--- config.mk ---
export PLATFORM = sky130hd
export DESIGN_NAME = ucsbece154a_fetch_unit_flat
export DESIGN_NICKNAME = d
export VERILOG_FILES = /design/src/rtl/ucsbece154a_fetch_unit_if.sv /design/src/rtl/ucsbece154a_fetch_unit.sv /design/src/flat_wrapper.sv
export SDC_FILE = /design/constraint.sdc
export NUM_CORES = 1
export LEC_CHECK = 0
export BUFFER_PORTS_ARGS = -buffer_cell sky130_fd_sc_hd__buf_2
export CORE_UTILIZATION = 45
export DETAILED_ROUTE_END_ITERATION = 10
export PLACE_DENSITY = 0.75
export SLEW_MARGIN = 20
export SYNTH_ARGS = -nofsm -noshare
export SYNTH_HDL_FRONTEND = slang
export SYNTH_SLANG_ARGS = --single-unit
--- constraint.sdc ---
create_clock -name clk -period 2.9 [get_ports clk]
set_input_delay 0.58 -clock clk [delete_from_list [all_inputs] [get_ports clk]]
set_output_delay 0.58 -clock clk [all_outputs]
set_load 0.1 [all_outputs]
--- src/rtl/ucsbece154a_fetch_unit_if.sv ---
// Decode-side handshake of the fetch unit: the head {pc, instr} pair with valid/ready.
interface ucsbece154a_fetch_unit_if;
  logic        valid_o;
  logic        ready_i;
  logic [31:0] instr_o;
  logic [31:0] pc_o;
  logic [31:0] pcplus4_o;

  modport master (output valid_o, instr_o, pc_o, pcplus4_o, input ready_i);
  modport slave  (input valid_o, instr_o, pc_o, pcplus4_o, output ready_i);
endinterface

--- src/rtl/ucsbece154a_fetch_unit.sv ---
// Fetch stage: PC drives imem and {pc, instr} pairs queue in a DEPTH-entry buffer toward decode.
// One cycle fetch-to-head latency; a full buffer stalls the PC unless decode pops that cycle.
module ucsbece154a_fetch_unit #(
  parameter logic [31:0] RESET_PC = 32'h0000_0000,
  parameter int unsigned DEPTH    = 4
) (
  input  logic                            clk,
  input  logic                            reset_n,
  output logic [31:0]                     imem_a_o,
  input  logic [31:0]                     imem_rd_i,
  input  logic                            redirect_i,
  input  logic [31:0]                     redirect_pc_i,
  ucsbece154a_fetch_unit_if.master        dec_if,
  output logic                            misaligned_o
);
  localparam int unsigned AW       = $clog2(DEPTH);
  localparam logic [AW:0]   CNT_FULL = (AW+1)'(DEPTH);
  localparam logic [AW:0]   CNT_ONE  = (AW+1)'(1);
  localparam logic [AW-1:0] PTR_ONE  = AW'(1);

  logic [31:0]   pc_q, pc_d;
  logic [AW-1:0] rptr_q, rptr_d;
  logic [AW-1:0] wptr_q, wptr_d;
  logic [AW:0]   count_q, count_d;
  logic          misaligned_q, misaligned_d;
  logic [63:0]   buf_q [DEPTH];

  logic          valid;
  logic          pop;
  logic          push;
  logic [63:0]   head;

  // A pop frees a slot in the same cycle, so a full buffer still accepts a push.
  assign valid = (count_q != '0);
  assign pop   = valid & dec_if.ready_i & ~redirect_i;
  assign push  = ~redirect_i & ((count_q != CNT_FULL) | pop);

  always_comb begin
    pc_d         = pc_q;
    rptr_d       = rptr_q;
    wptr_d       = wptr_q;
    count_d      = count_q;
    misaligned_d = misaligned_q;
    if (redirect_i) begin
      pc_d    = redirect_pc_i & ~32'h3;
      rptr_d  = '0;
      wptr_d  = '0;
      count_d = '0;
      if (redirect_pc_i[1:0] != 2'b00) begin
        misaligned_d = 1'b1;
      end
    end else begin
      if (push) begin
        wptr_d = wptr_q + PTR_ONE;
        pc_d   = pc_q + 32'd4;
      end
      if (pop) begin
        rptr_d = rptr_q + PTR_ONE;
      end
      if (push && !pop) begin
        count_d = count_q + CNT_ONE;
      end else if (pop && !push) begin
        count_d = count_q - CNT_ONE;
      end
    end
  end

  always_ff @(posedge clk or negedge reset_n) begin
    if (!reset_n) begin
      pc_q         <= RESET_PC;
      rptr_q       <= '0;
      wptr_q       <= '0;
      count_q      <= '0;
      misaligned_q <= 1'b0;
    end else begin
      pc_q         <= pc_d;
      rptr_q       <= rptr_d;
      wptr_q       <= wptr_d;
      count_q      <= count_d;
      misaligned_q <= misaligned_d;
    end
  end

  // Payload needs no reset: count gates every read of it.
  always_ff @(posedge clk) begin
    if (push) begin
      buf_q[wptr_q] <= {pc_q, imem_rd_i};
    end
  end

  assign head             = buf_q[rptr_q];
  assign imem_a_o         = pc_q;
  assign misaligned_o     = misaligned_q;
  assign dec_if.valid_o   = valid;
  assign dec_if.pc_o      = valid ? head[63:32] : 32'h0;
  assign dec_if.instr_o   = valid ? head[31:0]  : 32'h0;
  assign dec_if.pcplus4_o = valid ? (head[63:32] + 32'd4) : 32'h0;
endmodule

--- src/flat_wrapper.sv ---
// flat-port wrapper written by rule: the top's interface ports become plain ports
module ucsbece154a_fetch_unit_flat 
#(
  parameter logic [31:0] RESET_PC = 32'h0000_0000,
  parameter int unsigned DEPTH    = 4
)
  (clk, reset_n, imem_a_o, imem_rd_i, redirect_i, redirect_pc_i, misaligned_o, dec_if_valid_o, dec_if_instr_o, dec_if_pc_o, dec_if_pcplus4_o, dec_if_ready_i);
  ucsbece154a_fetch_unit_if dec_if_i ();
  input  logic clk;
  input  logic reset_n;
  output logic [31:0] imem_a_o;
  input  logic [31:0] imem_rd_i;
  input  logic redirect_i;
  input  logic [31:0] redirect_pc_i;
  output logic misaligned_o;
  output wire logic [$bits(dec_if_i.valid_o)-1:0] dec_if_valid_o;
  output wire logic [$bits(dec_if_i.instr_o)-1:0] dec_if_instr_o;
  output wire logic [$bits(dec_if_i.pc_o)-1:0] dec_if_pc_o;
  output wire logic [$bits(dec_if_i.pcplus4_o)-1:0] dec_if_pcplus4_o;
  input wire logic [$bits(dec_if_i.ready_i)-1:0] dec_if_ready_i;
  assign dec_if_valid_o = dec_if_i.valid_o;
  assign dec_if_instr_o = dec_if_i.instr_o;
  assign dec_if_pc_o = dec_if_i.pc_o;
  assign dec_if_pcplus4_o = dec_if_i.pcplus4_o;
  assign dec_if_i.ready_i = dec_if_ready_i;
  ucsbece154a_fetch_unit #(.RESET_PC(RESET_PC), .DEPTH(DEPTH)) u_core (.clk(clk), .reset_n(reset_n), .imem_a_o(imem_a_o), .imem_rd_i(imem_rd_i), .redirect_i(redirect_i), .redirect_pc_i(redirect_pc_i), .dec_if(dec_if_i), .misaligned_o(misaligned_o));
endmodule
==> summary.md <==
| Metric | Value |
|---|---|
| Final wirelength | 28.29 mm |
| Synth cell types | 45 |
| Dpl ws | -0.2782 ns |
| Die Wd | 167.5 um |
| Filler cells | 1969 |
| FP Rows | 60 |
| FMAX | 283.7 MHz |
| Area delta synth->final | 31.24% |
| Final setup TNS | -18.61 ns |
| Cts bufs inserted | 28 |
| Root Driver | clkbuf_16 |
| CP Data Arrival Time | 2.94 ns |
| Clock sinks | 286 |
| Clk buf depth | 3 |
| Vias per cell | 5.469 |
| Post-DP HPWL | 18.24 mm |
| Flip-flop and latch area | 8403 um^2 |
| Reg clk slew, reported paths | 0.07 ns |
| Global-route wire length before repair | 43.56 mm |
| Setup crit start kind | flip-flop |
| GRT overflow | 0 |
| Final min period | 3.525 ns |
| Die H | 167.5 um |
| RD Place Congestion | 0.7895 |
| R2r setup slk | 0.21 ns |
| Port-buffer cells | 191 |
| Seq/Total Area, Yosys | 68.10% |
| Die ar. | 28070 um^2 |
| Synth async-reset ratio | 13.29% |
| Setup CP Type | flip-flop to output port |
| Final worst slack | -0.6245 ns |
| # hold bufs at CTS | 0 |
| Routed len/inst | 20.34 um |
| Critical path endpoint category | output port |
| Largest net degree at the start of global routing | 66 |
| Antenna violations before repair | 4 |
| Vias in the first global route | 7772 |
| HP Class | input pin to async pin |
| Final core occ | 60.05% |
| Slew margin rel. | 34.61% |
| Vias | 7607 |
| Top Ports | 198 |
| EDFF count, synth | 248 |
| Outcome | finished with violations |
| Worst Tran Pin Value | 0.9809 ns |
| Worst R2R End | u_core.count_q[2] |
| Core area | 26950 um^2 |
| CTS tree | built |
| Total track usage | 20.24% |
| Primary FF master, synth | edfxtp_1 |
| Worst r2r path cells | 6 |
| Clock Latency Late Sink | 0.54 ns |
| Fin. max-slew vios | 0 |
| Initial DRC Count | 440 |
| Reg2reg start | u_core.count_q[1] |
| Cells after Synth | 768 |
| Antenna viol nets, final | 0 |
| Synth warn | 0 |
| Starting Density | 45.76% |
| H-Tree Depth | 1 |
| Skew final | 0.01038 ns |
| Share of layout cells above drive strength 1 | 43.89% |
| Syn_area_per_cell | 16.06 um^2 |
| Nets | 1101 |
| Worst Path Required | 2.32 ns |
| Final Hold Vio Count | 0 |
| Drt drc | 0 |
| Multi-input combinational cell area | 4048 um^2 |
| Final setup viols | 62 |
| Synthesized flop and latch total | 286 |
| Crit-path max FO | 7 |
| RSZ-0062 raised after global routing | yes |
| Tcrit/Tclk final | 121.5% |
| Max_cap viols | 0 |
| Violated checks | negative setup slack |
| Pre-antenna DRT Iters | 4 |
| Synth Cell Area | 12330 um^2 |
## cells in the mapped netlist (9+ instances only)
cell	number	area [um^2]
and2_1	66	412.9
mux4_1	10	262.8
o21ai_0	40	200.2
inv_1	14	52.55
nor3_1	10	50.05
xor2_1	21	183.9
clkbuf_1	21	78.83
nand4_1	21	131.4
mux4_2	52	1171
and3_1	15	93.84
buf_2	9	45.04
dfrtp_1	38	950.9
nand2_1	53	198.9
xnor2_1	21	183.9
nand3_1	13	65.06
nor2_1	31	116.4
a21oi_1	14	70.07
edfxtp_1	248	7447
## how the worst max path moves through the flow
| stage | from | endpoint |
|---|---|---|
| final | u_core.rptr_q[0] | dec_if_pcplus4_o[26] |
| after detailed placement | u_core.rptr_q[0] | dec_if_pcplus4_o[31] |
| after global placement | u_core.rptr_q[0] | dec_if_pcplus4_o[31] |
| after global routing | u_core.rptr_q[0] | dec_if_pcplus4_o[22] |
| after CTS | u_core.rptr_q[0] | dec_if_pcplus4_o[27] |
| after floorplan | u_core.rptr_q[0] | dec_if_pcplus4_o[28] |
## layout by cell type (no fill, tap or decap), types with 8 or more instances in the layout
master       n
buf_12      37
clkbuf_16   28
buf_4       85
buf_2      107
o21ai_0     33
buf_6       19
nand3_1     11
or3_4        8
nor2_2       8
and2_1      57
a21oi_4     10
inv_1       12
nand2_1     52
and3_1       8
clkbuf_4    18
mux4_2      62
nor2_1      17
nand4_1     21
xor2_1      16
dfrtp_1     36
edfxtp_1   248
xnor2_1     21
## metrics by stage
stage	std cells	hold slack (ns)	cell area, um^2
final	1391	0.1717	16180
after CTS	1383	0.1830	15980
after detailed placement	1324	0.4561	14720
after global routing	1391	0.2241	16180
after global placement	1324	0.4566	14720
after floorplan	773	0.2844	12600
## final cells by class
| cell class | instances | area share, % |
|---|---|---|
| clock buffer | 35 | 4.677 |
| multi-input combinational | 429 | 25.01 |
| sequential | 286 | 51.92 |
| inverter | 14 | 0.3247 |
| clock inverter | 17 | 1.322 |
| antenna | 2 | 0.03092 |
| timing repair buffer | 267 | 14.08 |
| tap | 341 | 2.636 |
## sequential cells by signal, summed over array words and instances, names as in the netlist
signal,count
u_core.wptr_q,2
u_core.count_q,3
u_core.imem_a_o,30
u_core.buf_q,248
u_core.misaligned_o,1
u_core.rptr_q,2
## per-layer routing
metal  track usage (%)  vias to the layer above  part of all wire (%)
met1             26.79                     3849                    41
met3             2.694                       47                   5.1
met4             7.180                        0                   2.5
met5                 0                        -                     0
met2             34.44                      255                    51
li1                  -                     3456                     -
## worst max-delay path, cell delays in order (launching register included)
cell and delay (ns):
dfrtp_4 0.53, buf_4 0.19, mux4_2 0.34, and4_4 0.29
nand4_1 0.18, buf_4 0.19, or3_4 0.33, a21oi_4 0.16
buf_12 0.19
## what timing repair did
item                                    CTS  global route
pin swaps                                10            10
gates resized for setup                  84            50
setup buffers                             7             6
gates cloned                              0             0
endpoints found under the setup margin   87            91
## kinds of logic (layout without fill, tap and decap cells)
| family | Yosys count | count (layout) | share of synthesized area, % |
|---|---|---|---|
| adders and majority gates | 7 | 7 | 0.7711 |
| muxes | 69 | 69 | 12.25 |
| xor gates and xnor gates | 42 | 42 | 2.983 |
| buffers and inverters | 58 | 333 | 2.415 |
| DFF | 286 | 286 | 68.10 |
| other | 1 | 8 | 0.03041 |
| and+or+nand+nor | 242 | 242 | 10.69 |
| AOI/OAI and AO/OA | 63 | 63 | 2.760 |
Power is not shown: default switching activity piles up to over one toggle a cycle in this logic, so the estimate is an artifact.
